## config.mk

```make
export PLATFORM = sky130hd
export DESIGN_NAME = johnson_phase_monitor
export DESIGN_NICKNAME = d
export VERILOG_FILES = /design/src/rtl/johnson_phase_monitor.sv
export SDC_FILE = /design/constraint.sdc
export NUM_CORES = 1
export LEC_CHECK = 0
export BUFFER_PORTS_ARGS = -buffer_cell sky130_fd_sc_hd__buf_2
export CORE_MARGIN = 1
export CORE_UTILIZATION = 44
export CTS_CLUSTER_SIZE = 12
export DETAILED_ROUTE_END_ITERATION = 12
export HOLD_SLACK_MARGIN = 0.05
export PLACE_DENSITY_LB_ADDON = 0.3
export REMOVE_ABC_BUFFERS = 1
export SLEW_MARGIN = 20
export SYNTH_ARGS = -nofsm -noshare
export SYNTH_HDL_FRONTEND = slang
export SYNTH_SLANG_ARGS = --single-unit
export TNS_END_PERCENT = 100
```

## constraint.sdc

```tcl
create_clock -name clk -period 3.7 [get_ports clk]
set_input_delay 0.925 -clock clk [delete_from_list [all_inputs] [get_ports clk]]
set_output_delay 0.925 -clock clk [all_outputs]
set_load 0.02 [all_outputs]
```

## src/rtl/johnson_phase_monitor.sv

```systemverilog
// Johnson phase monitor: decodes a 4-bit Johnson code to phase idx/one-hot, checks legality and step order, tracks lock.
// Latency: every output is registered one cycle after the in_valid sample.
// Backpressure: none; a sample is taken every cycle in_valid is high, and outputs hold while it is low.
module johnson_phase_monitor #(
  parameter int LOCK_COUNT = 4,
  parameter int REV_W      = 8,
  parameter int ERR_W      = 4
) (
  input  logic             clk,
  input  logic             reset,
  input  logic             in_valid,
  input  logic [3:0]       in_code,
  input  logic             clr_counts,
  output logic             out_valid,
  output logic [2:0]       phase_idx,
  output logic [7:0]       phase_onehot,
  output logic             locked,
  output logic             illegal_code,
  output logic             bad_step,
  output logic [REV_W-1:0] rev_count,
  output logic [ERR_W-1:0] err_count
);

  typedef enum logic [1:0] {
    ST_UNLOCKED = 2'd0,
    ST_ACQUIRE  = 2'd1,
    ST_LOCKED   = 2'd2
  } state_t;

  localparam logic [3:0] LOCK_STEPS = 4'(LOCK_COUNT);

  state_t           r_state;
  state_t           w_next;
  logic [3:0]       r_step;
  logic [2:0]       r_prev;
  logic             r_out_valid;
  logic [2:0]       r_phase_idx;
  logic [7:0]       r_phase_onehot;
  logic             r_illegal;
  logic             r_bad;
  logic [REV_W-1:0] r_rev;
  logic [ERR_W-1:0] r_err;

  logic       w_legal;
  logic [2:0] w_phase;
  logic       w_hold;
  logic       w_adv;
  logic       w_sample_legal;
  logic       w_ill_evt;
  logic       w_checked;
  logic       w_bad_evt;
  logic       w_adv_evt;
  logic       w_lock_reach;
  logic       w_rev_evt;

  // Decode the Johnson code to a phase; the 8 non-Johnson patterns are illegal.
  always_comb begin
    w_legal = 1'b1;
    w_phase = 3'd0;
    case (in_code)
      4'b0000: w_phase = 3'd0;
      4'b1000: w_phase = 3'd1;
      4'b1100: w_phase = 3'd2;
      4'b1110: w_phase = 3'd3;
      4'b1111: w_phase = 3'd4;
      4'b0111: w_phase = 3'd5;
      4'b0011: w_phase = 3'd6;
      4'b0001: w_phase = 3'd7;
      default: w_legal = 1'b0;
    endcase
  end

  // Step classification against the last legal phase; no step check while unlocked.
  assign w_hold         = (w_phase == r_prev);
  assign w_adv          = (w_phase == 3'(r_prev + 3'd1));
  assign w_sample_legal = in_valid & w_legal;
  assign w_ill_evt      = in_valid & ~w_legal;
  assign w_checked      = w_sample_legal & (r_state != ST_UNLOCKED);
  assign w_bad_evt      = w_checked & ~w_hold & ~w_adv;
  assign w_adv_evt      = w_checked & w_adv;
  assign w_lock_reach   = (r_state == ST_ACQUIRE) & w_adv_evt & (4'(r_step + 4'd1) == LOCK_STEPS);
  assign w_rev_evt      = (r_state == ST_LOCKED) & w_adv_evt & (r_prev == 3'd7);

  // FSM state register.
  always_ff @(posedge clk or posedge reset) begin
    if (reset) r_state <= ST_UNLOCKED;
    else       r_state <= w_next;
  end

  // FSM next state: any illegal code or bad step drops back to UNLOCKED.
  always_comb begin
    w_next = r_state;
    case (r_state)
      ST_UNLOCKED: if (w_sample_legal) w_next = ST_ACQUIRE;
      ST_ACQUIRE: begin
        if (w_ill_evt || w_bad_evt) w_next = ST_UNLOCKED;
        else if (w_lock_reach)      w_next = ST_LOCKED;
      end
      ST_LOCKED:   if (w_ill_evt || w_bad_evt) w_next = ST_UNLOCKED;
      default:     w_next = ST_UNLOCKED;
    endcase
  end

  // FSM output: lock flag follows the registered state.
  always_comb begin
    locked = (r_state == ST_LOCKED);
  end

  // Step counter only lives in ACQUIRE; it is zero on entry because it is cleared everywhere else.
  always_ff @(posedge clk or posedge reset) begin
    if (reset)                   r_step <= 4'd0;
    else if (w_next != ST_ACQUIRE) r_step <= 4'd0;
    else if (w_adv_evt)          r_step <= r_step + 4'd1;
  end

  // Registered phase outputs and event pulses; phase_idx keeps its value across illegal samples.
  always_ff @(posedge clk or posedge reset) begin
    if (reset) begin
      r_out_valid    <= 1'b0;
      r_phase_idx    <= 3'd0;
      r_phase_onehot <= 8'h00;
      r_prev         <= 3'd0;
      r_illegal      <= 1'b0;
      r_bad          <= 1'b0;
    end else begin
      r_out_valid <= in_valid;
      r_illegal   <= w_ill_evt;
      r_bad       <= w_bad_evt;
      if (w_sample_legal) begin
        r_phase_idx    <= w_phase;
        r_phase_onehot <= 8'h01 << w_phase;
        r_prev         <= w_phase;
      end else if (w_ill_evt) begin
        r_phase_onehot <= 8'h00;
      end
    end
  end

  // Revolution (wrapping) and error (saturating) counters; a clear beats a coincident event.
  always_ff @(posedge clk or posedge reset) begin
    if (reset) begin
      r_rev <= '0;
      r_err <= '0;
    end else if (clr_counts) begin
      r_rev <= '0;
      r_err <= '0;
    end else begin
      if (w_rev_evt) r_rev <= r_rev + 1'b1;
      if ((w_ill_evt || w_bad_evt) && (r_err != {ERR_W{1'b1}})) r_err <= r_err + 1'b1;
    end
  end

  assign out_valid    = r_out_valid;
  assign phase_idx    = r_phase_idx;
  assign phase_onehot = r_phase_onehot;
  assign illegal_code = r_illegal;
  assign bad_step     = r_bad;
  assign rev_count    = r_rev;
  assign err_count    = r_err;

endmodule

```

==> results of run 1 <==
==> metal layers <==
layer	vias to the layer above	track usage, %	wire [um]
met5	-	0	0
met3	7	4.07	154
met1	748	25.1	1890
met4	0	9.52	79
met2	35	28.5	1780
li1	800	-	-
==> layout make-up <==
| class | count | area share (%) |
|---|---|---|
| timing repair buffer | 35 | 7.95 |
| clock buffer | 5 | 3.08 |
| clock inverter | 3 | 0.839 |
| inverter | 11 | 1.85 |
| tap | 52 | 2.91 |
| sequential | 32 | 35.8 |
| multi-input combinational | 154 | 47.6 |
==> power groups by stage <==
stage	clock network (mW)	logic [mW]	registers (mW)
after detailed placement	0	0.219	0.404
after CTS	0.277	0.220	0.398
after global routing	0.298	0.245	0.402
final	0.265	0.217	0.398
after floorplan	0	0.140	0.419
after global placement	0	0.217	0.403
==> through the flow <==
| step | total power [mW] | setup slack [ps] | utilization (%) | cells | instance area [um2] |
|---|---|---|---|---|---|
| finish | 0.880 | 896 | 51.4 | 292 | 2240 |
| global placement | 0.619 | 657 | 49.3 | 284 | 2150 |
| global route | 0.946 | 569 | 51.4 | 292 | 2240 |
| detailed placement | 0.623 | 567 | 49.3 | 284 | 2150 |
| CTS | 0.894 | 869 | 51.4 | 292 | 2240 |
| floorplan | 0.559 | 970 | - | 197 | 1910 |
==> worst max-delay path, delay by kind of cell <==
kind,cells,cell delay (ps)
AOI/OAI and AO/OA,2,780
buffers and inverters,1,210
and+or+nand+nor,5,1030
==> placed cells by master, fill, tap and decap left out, types with 8 or more instances in the layout <==
| cell | Yosys | routed |
|---|---|---|
| sky130_fd_sc_hd__buf_2 | 0 | 34 |
| sky130_fd_sc_hd__nand4_1 | 8 | 8 |
| sky130_fd_sc_hd__xor2_1 | 12 | 12 |
| sky130_fd_sc_hd__inv_1 | 11 | 11 |
| sky130_fd_sc_hd__dfrtp_1 | 32 | 32 |
| sky130_fd_sc_hd__nand3_1 | 13 | 13 |
| sky130_fd_sc_hd__nor2_1 | 21 | 21 |
| sky130_fd_sc_hd__nand2_1 | 12 | 12 |
| sky130_fd_sc_hd__o21ai_0 | 10 | 10 |
==> cells by family (layout without fill, tap and decap cells) <==
family	Yosys count	in the layout	share of synthesized area [%]
adders and majority gates	6	6	3.75
DFF	32	32	40.0
AOI/OAI and AO/OA	39	39	13.4
buffers and inverters	21	54	6.82
xor gates and xnor gates	15	15	6.94
and+or+nand+nor	89	89	26.1
muxes	5	5	2.88
==> worst paths after layout <==
path                                                   from                           to
min in group asynchronous                             reset  phase_onehot[7]$_DFFE_PP0P_
worst max register to register     phase_idx[0]$_DFFE_PP0P_        r_step[2]$_DFFE_PP0P_
worst min register to register  phase_onehot[7]$_DFFE_PP0P_  phase_onehot[7]$_DFFE_PP0P_
max in group asynchronous                             reset        r_step[0]$_DFFE_PP0P_
worst min-delay path            phase_onehot[7]$_DFFE_PP0P_  phase_onehot[7]$_DFFE_PP0P_
worst max-delay path                             in_code[2]        r_step[2]$_DFFE_PP0P_
==> Yosys cell counts (all sizes together) (2+ instances only) <==
cell and instances:
nor3 4, nor2b 7, nor2 22, and2 2
mux2i 2, o21ai 11, xor2 13, or2 2
dfrtp 32, inv 11, mux2 3, nand3 14
and3 3, or3 3, a21oi 8, ha 6
clkbuf 3, nand4 8, a211oi 3, a31oi 7
xnor2 2, buf 6, nand2b 5, nand2 12
o21a 2
==> sequential cells by signal (all words and copies together) (netlist names) <==
register / flops
r_state: 2
rev_count: 8
err_count: 4
phase_idx: 3
phase_onehot: 8
bad_step: 1
out_valid: 1
r_step: 4
illegal_code: 1
==> flow_summary.toml, run 1 <==
[outcome]
outcome = "finished clean"

[cells_and_area]
diodes = 0
synthToLayoutAreaGrowth_pct = 11.8
final_layout_size_suffix_gt1_share_pct = 24.6
nFillCells = 421
multiInputGateArea_um2 = 1060
nets = 253
final-seq-area_um2 = 801

[logic_synthesis]
synth_ff_type = "sky130_fd_sc_hd__dfrtp_1"
synth_enable_flop_cells = 0
yosys_register_bits = 32
synth_async_sr_flop_share_pct = 100
gate_count_of_the_mapped_netlist = 207
post_synth_top_area_cell = "sky130_fd_sc_hd__dfrtp_1"
ys_top_cells_by_area = "sky130_fd_sc_hd__dfrtp_1, sky130_fd_sc_hd__xor2_1, sky130_fd_sc_hd__nor2_1"
yosysUniqueCellTypes = 54
number_of_warnings_printed_during_yosys_synthesis = 0
synth_area_um2 = 2000
synth_sequential_area_ratio_pct = 40.0
synth.avg_cell_area_um2 = 9.67
yosys.area.top_type_share_pct = 40.0

[global_route]
gr-usage-all-layers_pct = 18.7
grt_antenna_before_repair = 0
grt_pass1_wl_um = 7090
overflow_after_grt = 0
grt_pass1_vias = 1469
largest_net_degree_at_the_start_of_global_routing = 33

[floorplan]
fp.dieArea_um2 = 4820
die_width_um = 69.4
rows = 24
die_y_um = 69.4
floorplan.core_area_um2 = 4350
io-pin-count = 35
initial_core_utilization_pct = 45.9

[flow_run]
max-cap-violations = 0

[sta]
timing_worst_slew_pin_value_ps = 507
max_freq_mhz = 357
finalWorstPathRequiredPeriod_ps = 2800
finalSetupTns_ps = 0
timing_max_transition_violations_final = 0
final-hold-violation-count = 0
setup_repair_after_global_routing_missed_its_margin = "no"
skew_ps = 5.80
setup-violations-final = 0
post-route-period-util_pct = 75.8
slew_headroom_pct = 65.9
timing.hold.ws_ps = 516

[detailed_routing]
vias_per_cell = 5.45
finalWirelength_um = 3900
drtPass1Iterations = 4
dr_total_vias = 1590
dr.first_iter.drc_count = 53
drt_drc_violations_left = 0
post_drt_wl_per_cell_um = 13.3
drtAntennaViolNets = 0

[critical_path]
worst-endpoint-arrival_ps = 2960
cp-end-kind = "flop"
cp_max_fo = 21
max_stage_delay_ps = 400
critical_path_class = "input port to flop"
worst_case_register_to_register_setup_slack_ps = 910
critical_path.startpoint_type = "input port"
worst_r2r_path_depth = 8
worst_ep_required_time_ps = 3850
cp_slowest_cell = "sky130_fd_sc_hd__a31oi_1"
crit_chain = "buf_2 -> or3_1 -> a211oi_1 -> nor4b_4 -> nor3_4 -> nand2_1 -> a31oi_1 -> nor2_1"

[placed_design]
place_hpwl_um = 2720
place_congestion = 0.763
placement.io_buffers = 34

[clock_tree]
buffers_inserted_during_post_cts_setup_optimization = 0
worst_setup_hold_path_clk_slew_ps = 70
clock_tree.buffer_depth = 2
holdBufCountCts = 0
ctsHtreeMaxLevel = 2
tritoncts = "yes"
worstSkewPairLatency_ps = 290
cts_buffers = 5
postCtsResizedCells = 0
cts.sinks = 32
cts_root_buf = "sky130_fd_sc_hd__clkbuf_8"

[power_and_ir_drop]
share_comb_of_total_power_pct = 24.7
p_clk_share_pct = 30.1
intPower_mw = 0.583
flop_pwr_share_pct = 45.2
switchingPower_mw = 0.297
switching_share_pct = 33.8
power_leakage_nw = 1.07
vdd_drop_max_mv = 0.224
power.density_cell_area_nw_per_um2 = 394

[worst_hold_path]
min_path_cells = 2
worstHoldPathType = "flop to flop"
Note: power is estimated with default switching activity, not from simulation.
==> inputs of run 2 (changes only) <==
--- a/config.mk
+++ b/config.mk
@@ -5,6 +5,7 @@
 export SDC_FILE = /design/constraint.sdc
 export NUM_CORES = 1
 export LEC_CHECK = 0
+export ABC_AREA = 1
 export BUFFER_PORTS_ARGS = -buffer_cell sky130_fd_sc_hd__buf_2
 export CORE_MARGIN = 1
 export CORE_UTILIZATION = 44
==> constraint.sdc (replaced) <==
create_clock -name clk -period 2.9 [get_ports clk]
set_input_delay 0.725 -clock clk [delete_from_list [all_inputs] [get_ports clk]]
set_output_delay 0.725 -clock clk [all_outputs]
set_load 0.02 [all_outputs]
==> flow_summary.toml, run 2 <==
[outcome]
outcome = "finished clean"

[placed_design]
placement.io_buffers = 34
place_hpwl_um = 2760
place_congestion = 0.816

[global_route]
largest_net_degree_at_the_start_of_global_routing = 33
gr-usage-all-layers_pct = 18.8
grt_antenna_before_repair = 0
overflow_after_grt = 0
grt_pass1_wl_um = 6130
grt_pass1_vias = 1370

[worst_hold_path]
min-delay-start = "phase_onehot[2]$_DFFE_PP0P_"
worstHoldPathType = "flop to flop"

[logic_synthesis]
synth_enable_flop_cells = 0
yosys_register_bits = 32
gate_count_of_the_mapped_netlist = 230
synth_ff_type = "sky130_fd_sc_hd__dfrtp_1"
post_synth_top_area_cell = "sky130_fd_sc_hd__dfrtp_1"
yosysUniqueCellTypes = 23
synth.avg_cell_area_um2 = 7.92
number_of_warnings_printed_during_yosys_synthesis = 0
synth_area_um2 = 1820
synth_async_sr_flop_share_pct = 100
ys_top_cells_by_area = "sky130_fd_sc_hd__dfrtp_1, sky130_fd_sc_hd__nand2_1, sky130_fd_sc_hd__inv_1"
synth_top_cells_by_count = "sky130_fd_sc_hd__nand2_1, sky130_fd_sc_hd__dfrtp_1, sky130_fd_sc_hd__inv_1, sky130_fd_sc_hd__nand3_1, sky130_fd_sc_hd__nor2_1"
synth_sequential_area_ratio_pct = 44.0
synth.most_common_cell = "sky130_fd_sc_hd__nand2_1"
yosys.area.top_type_share_pct = 44.0

[detailed_routing]
drtAntennaViolNets = 0
vias_per_cell = 4.90
post_drt_wl_per_cell_um = 11.5
drtPass1Iterations = 4
dr_total_vias = 1572
dr.first_iter.drc_count = 126
finalWirelength_um = 3680
drt_drc_violations_left = 0

[clock_tree]
holdBufCountCts = 0
cts.sinks = 32
clock_tree.buffer_depth = 2
ctsHtreeMaxLevel = 2
cts_buffers = 5
worstSkewPairLatency_ps = 280
tritoncts = "yes"
buffers_inserted_during_post_cts_setup_optimization = 0
cts_root_buf = "sky130_fd_sc_hd__clkbuf_8"
postCtsResizedCells = 0
worst_setup_hold_path_clk_slew_ps = 70

[sta]
setup_repair_after_global_routing_missed_its_margin = "no"
setup-violations-final = 0
timing_worst_slew_pin_value_ps = 419
final-hold-violation-count = 0
skew_ps = 6.77
post-route-period-util_pct = 69.9
finalWorstPathRequiredPeriod_ps = 2030
slew_headroom_pct = 72.0
finalSetupTns_ps = 0
max_freq_mhz = 494
timing_max_transition_violations_final = 0
timing.hold.ws_ps = 473

[cells_and_area]
final_common_cell = "sky130_fd_sc_hd__nand2_1"
synthToLayoutAreaGrowth_pct = 17.7
most-common-layout-cells = "sky130_fd_sc_hd__nand2_1, sky130_fd_sc_hd__buf_2, sky130_fd_sc_hd__dfrtp_1"
nFillCells = 400
multiInputGateArea_um2 = 890
final_layout_size_suffix_gt1_share_pct = 22.1
diodes = 0
nets = 284
final-seq-area_um2 = 801

[power_and_ir_drop]
vdd_drop_max_mv = 0.239
power.density_cell_area_nw_per_um2 = 485
power.total_mw = 1.04
power_leakage_nw = 1.21

[critical_path]
critical_path_class = "input port to flop"
worst_ep_required_time_ps = 3070
critical_path.startpoint_type = "input port"
cp_max_fo = 6
critical_path.startpoint = "in_code[3]"
timing.rr.start = "phase_idx[0]$_DFFE_PP0P_"
worst-endpoint-arrival_ps = 2190
cp-end-kind = "flop"

[flow_run]
max-cap-violations = 0

[floorplan]
fp.dieArea_um2 = 4400
die_y_um = 66.3
rows = 23
floorplan.core_area_um2 = 4000
io-pin-count = 35
die_width_um = 66.3
initial_core_utilization_pct = 45.5
run 2: cell count changes after synthesis, sizes merged, moves of 4 or more:
cell    change
nor2b       -7
inv        +22
xor2        -8
nand2b      -5
buf         -4
nand2      +65
o31ai       +5
o21ai       -5
nand3       +7
a31oi       -7
run 2: logic make-up (layout without fill, tap and decap cells):
logic type                 count (synthesis)  count (layout)  share of synthesized area [%]
xor gates and xnor gates                  10              10                           4.81
adders and majority gates                  6               6                           4.12
and+or+nand+nor                          128             128                           33.6
AOI/OAI and AO/OA                         19              19                           6.32
DFF                                       32              32                           44.0
buffers and inverters                     35              76                           7.21
run 2: through the flow:
stage,cells,utilization (%),area (um2),setup slack [ps]
after global routing,321,53.6,2140,754
after CTS,321,53.6,2140,905
after detailed placement,313,51.4,2050,608
after global placement,313,51.4,2050,636
final,321,53.6,2140,874
after floorplan,228,-,1810,996
run 2: worst paths after layout:
kind                            slack, ps  cells after the start                          end
max in group asynchronous            2100                      3         r_state[1]$_DFF_PP0_
worst max register to register        920                     12     rev_count[3]$_DFFE_PP0P_
worst max-delay path                  870                      8  phase_onehot[3]$_DFFE_PP0P_
worst min register to register        470                      2  phase_onehot[2]$_DFFE_PP0P_
min in group asynchronous             510                      3  phase_onehot[1]$_DFFE_PP0P_
worst min-delay path                  470                      2  phase_onehot[2]$_DFFE_PP0P_
run 2: final cells by class:
class                      instances  share of cell area [%]
clock buffer                       8                    4.20
timing repair buffer              35                    8.28
sequential                        32                    37.3
inverter                          33                    5.78
tap                               50                    2.92
multi-input combinational        163                    41.5
run 2: routing by layer:
metal | routed length (um) | vias to the layer above | global-route usage [%]
met5 | 0 | - | 0
met4 | 66 | 0 | 7.98
met3 | 169 | 6 | 4.83
met2 | 1660 | 30 | 30.5
met1 | 1790 | 725 | 23.6
li1 | - | 811 | -
run 2: power breakdown:
group | internal [mW] | total (mW) | switching [mW]
Sequential | 0.468 | 0.487 | 0.0188
Clock | 0.193 | 0.351 | 0.158
Combinational | 0.0636 | 0.201 | 0.138
Total | 0.725 | 1.04 | 0.314
run 2: worst max-delay path: stages:
cell and delay (ps):
sky130_fd_sc_hd__buf_2 130, sky130_fd_sc_hd__inv_1 100, sky130_fd_sc_hd__nand3_2 160, sky130_fd_sc_hd__nand2_2 170, sky130_fd_sc_hd__nor2_2 80, sky130_fd_sc_hd__nor2_1 320
sky130_fd_sc_hd__inv_1 200, sky130_fd_sc_hd__o41ai_1 300
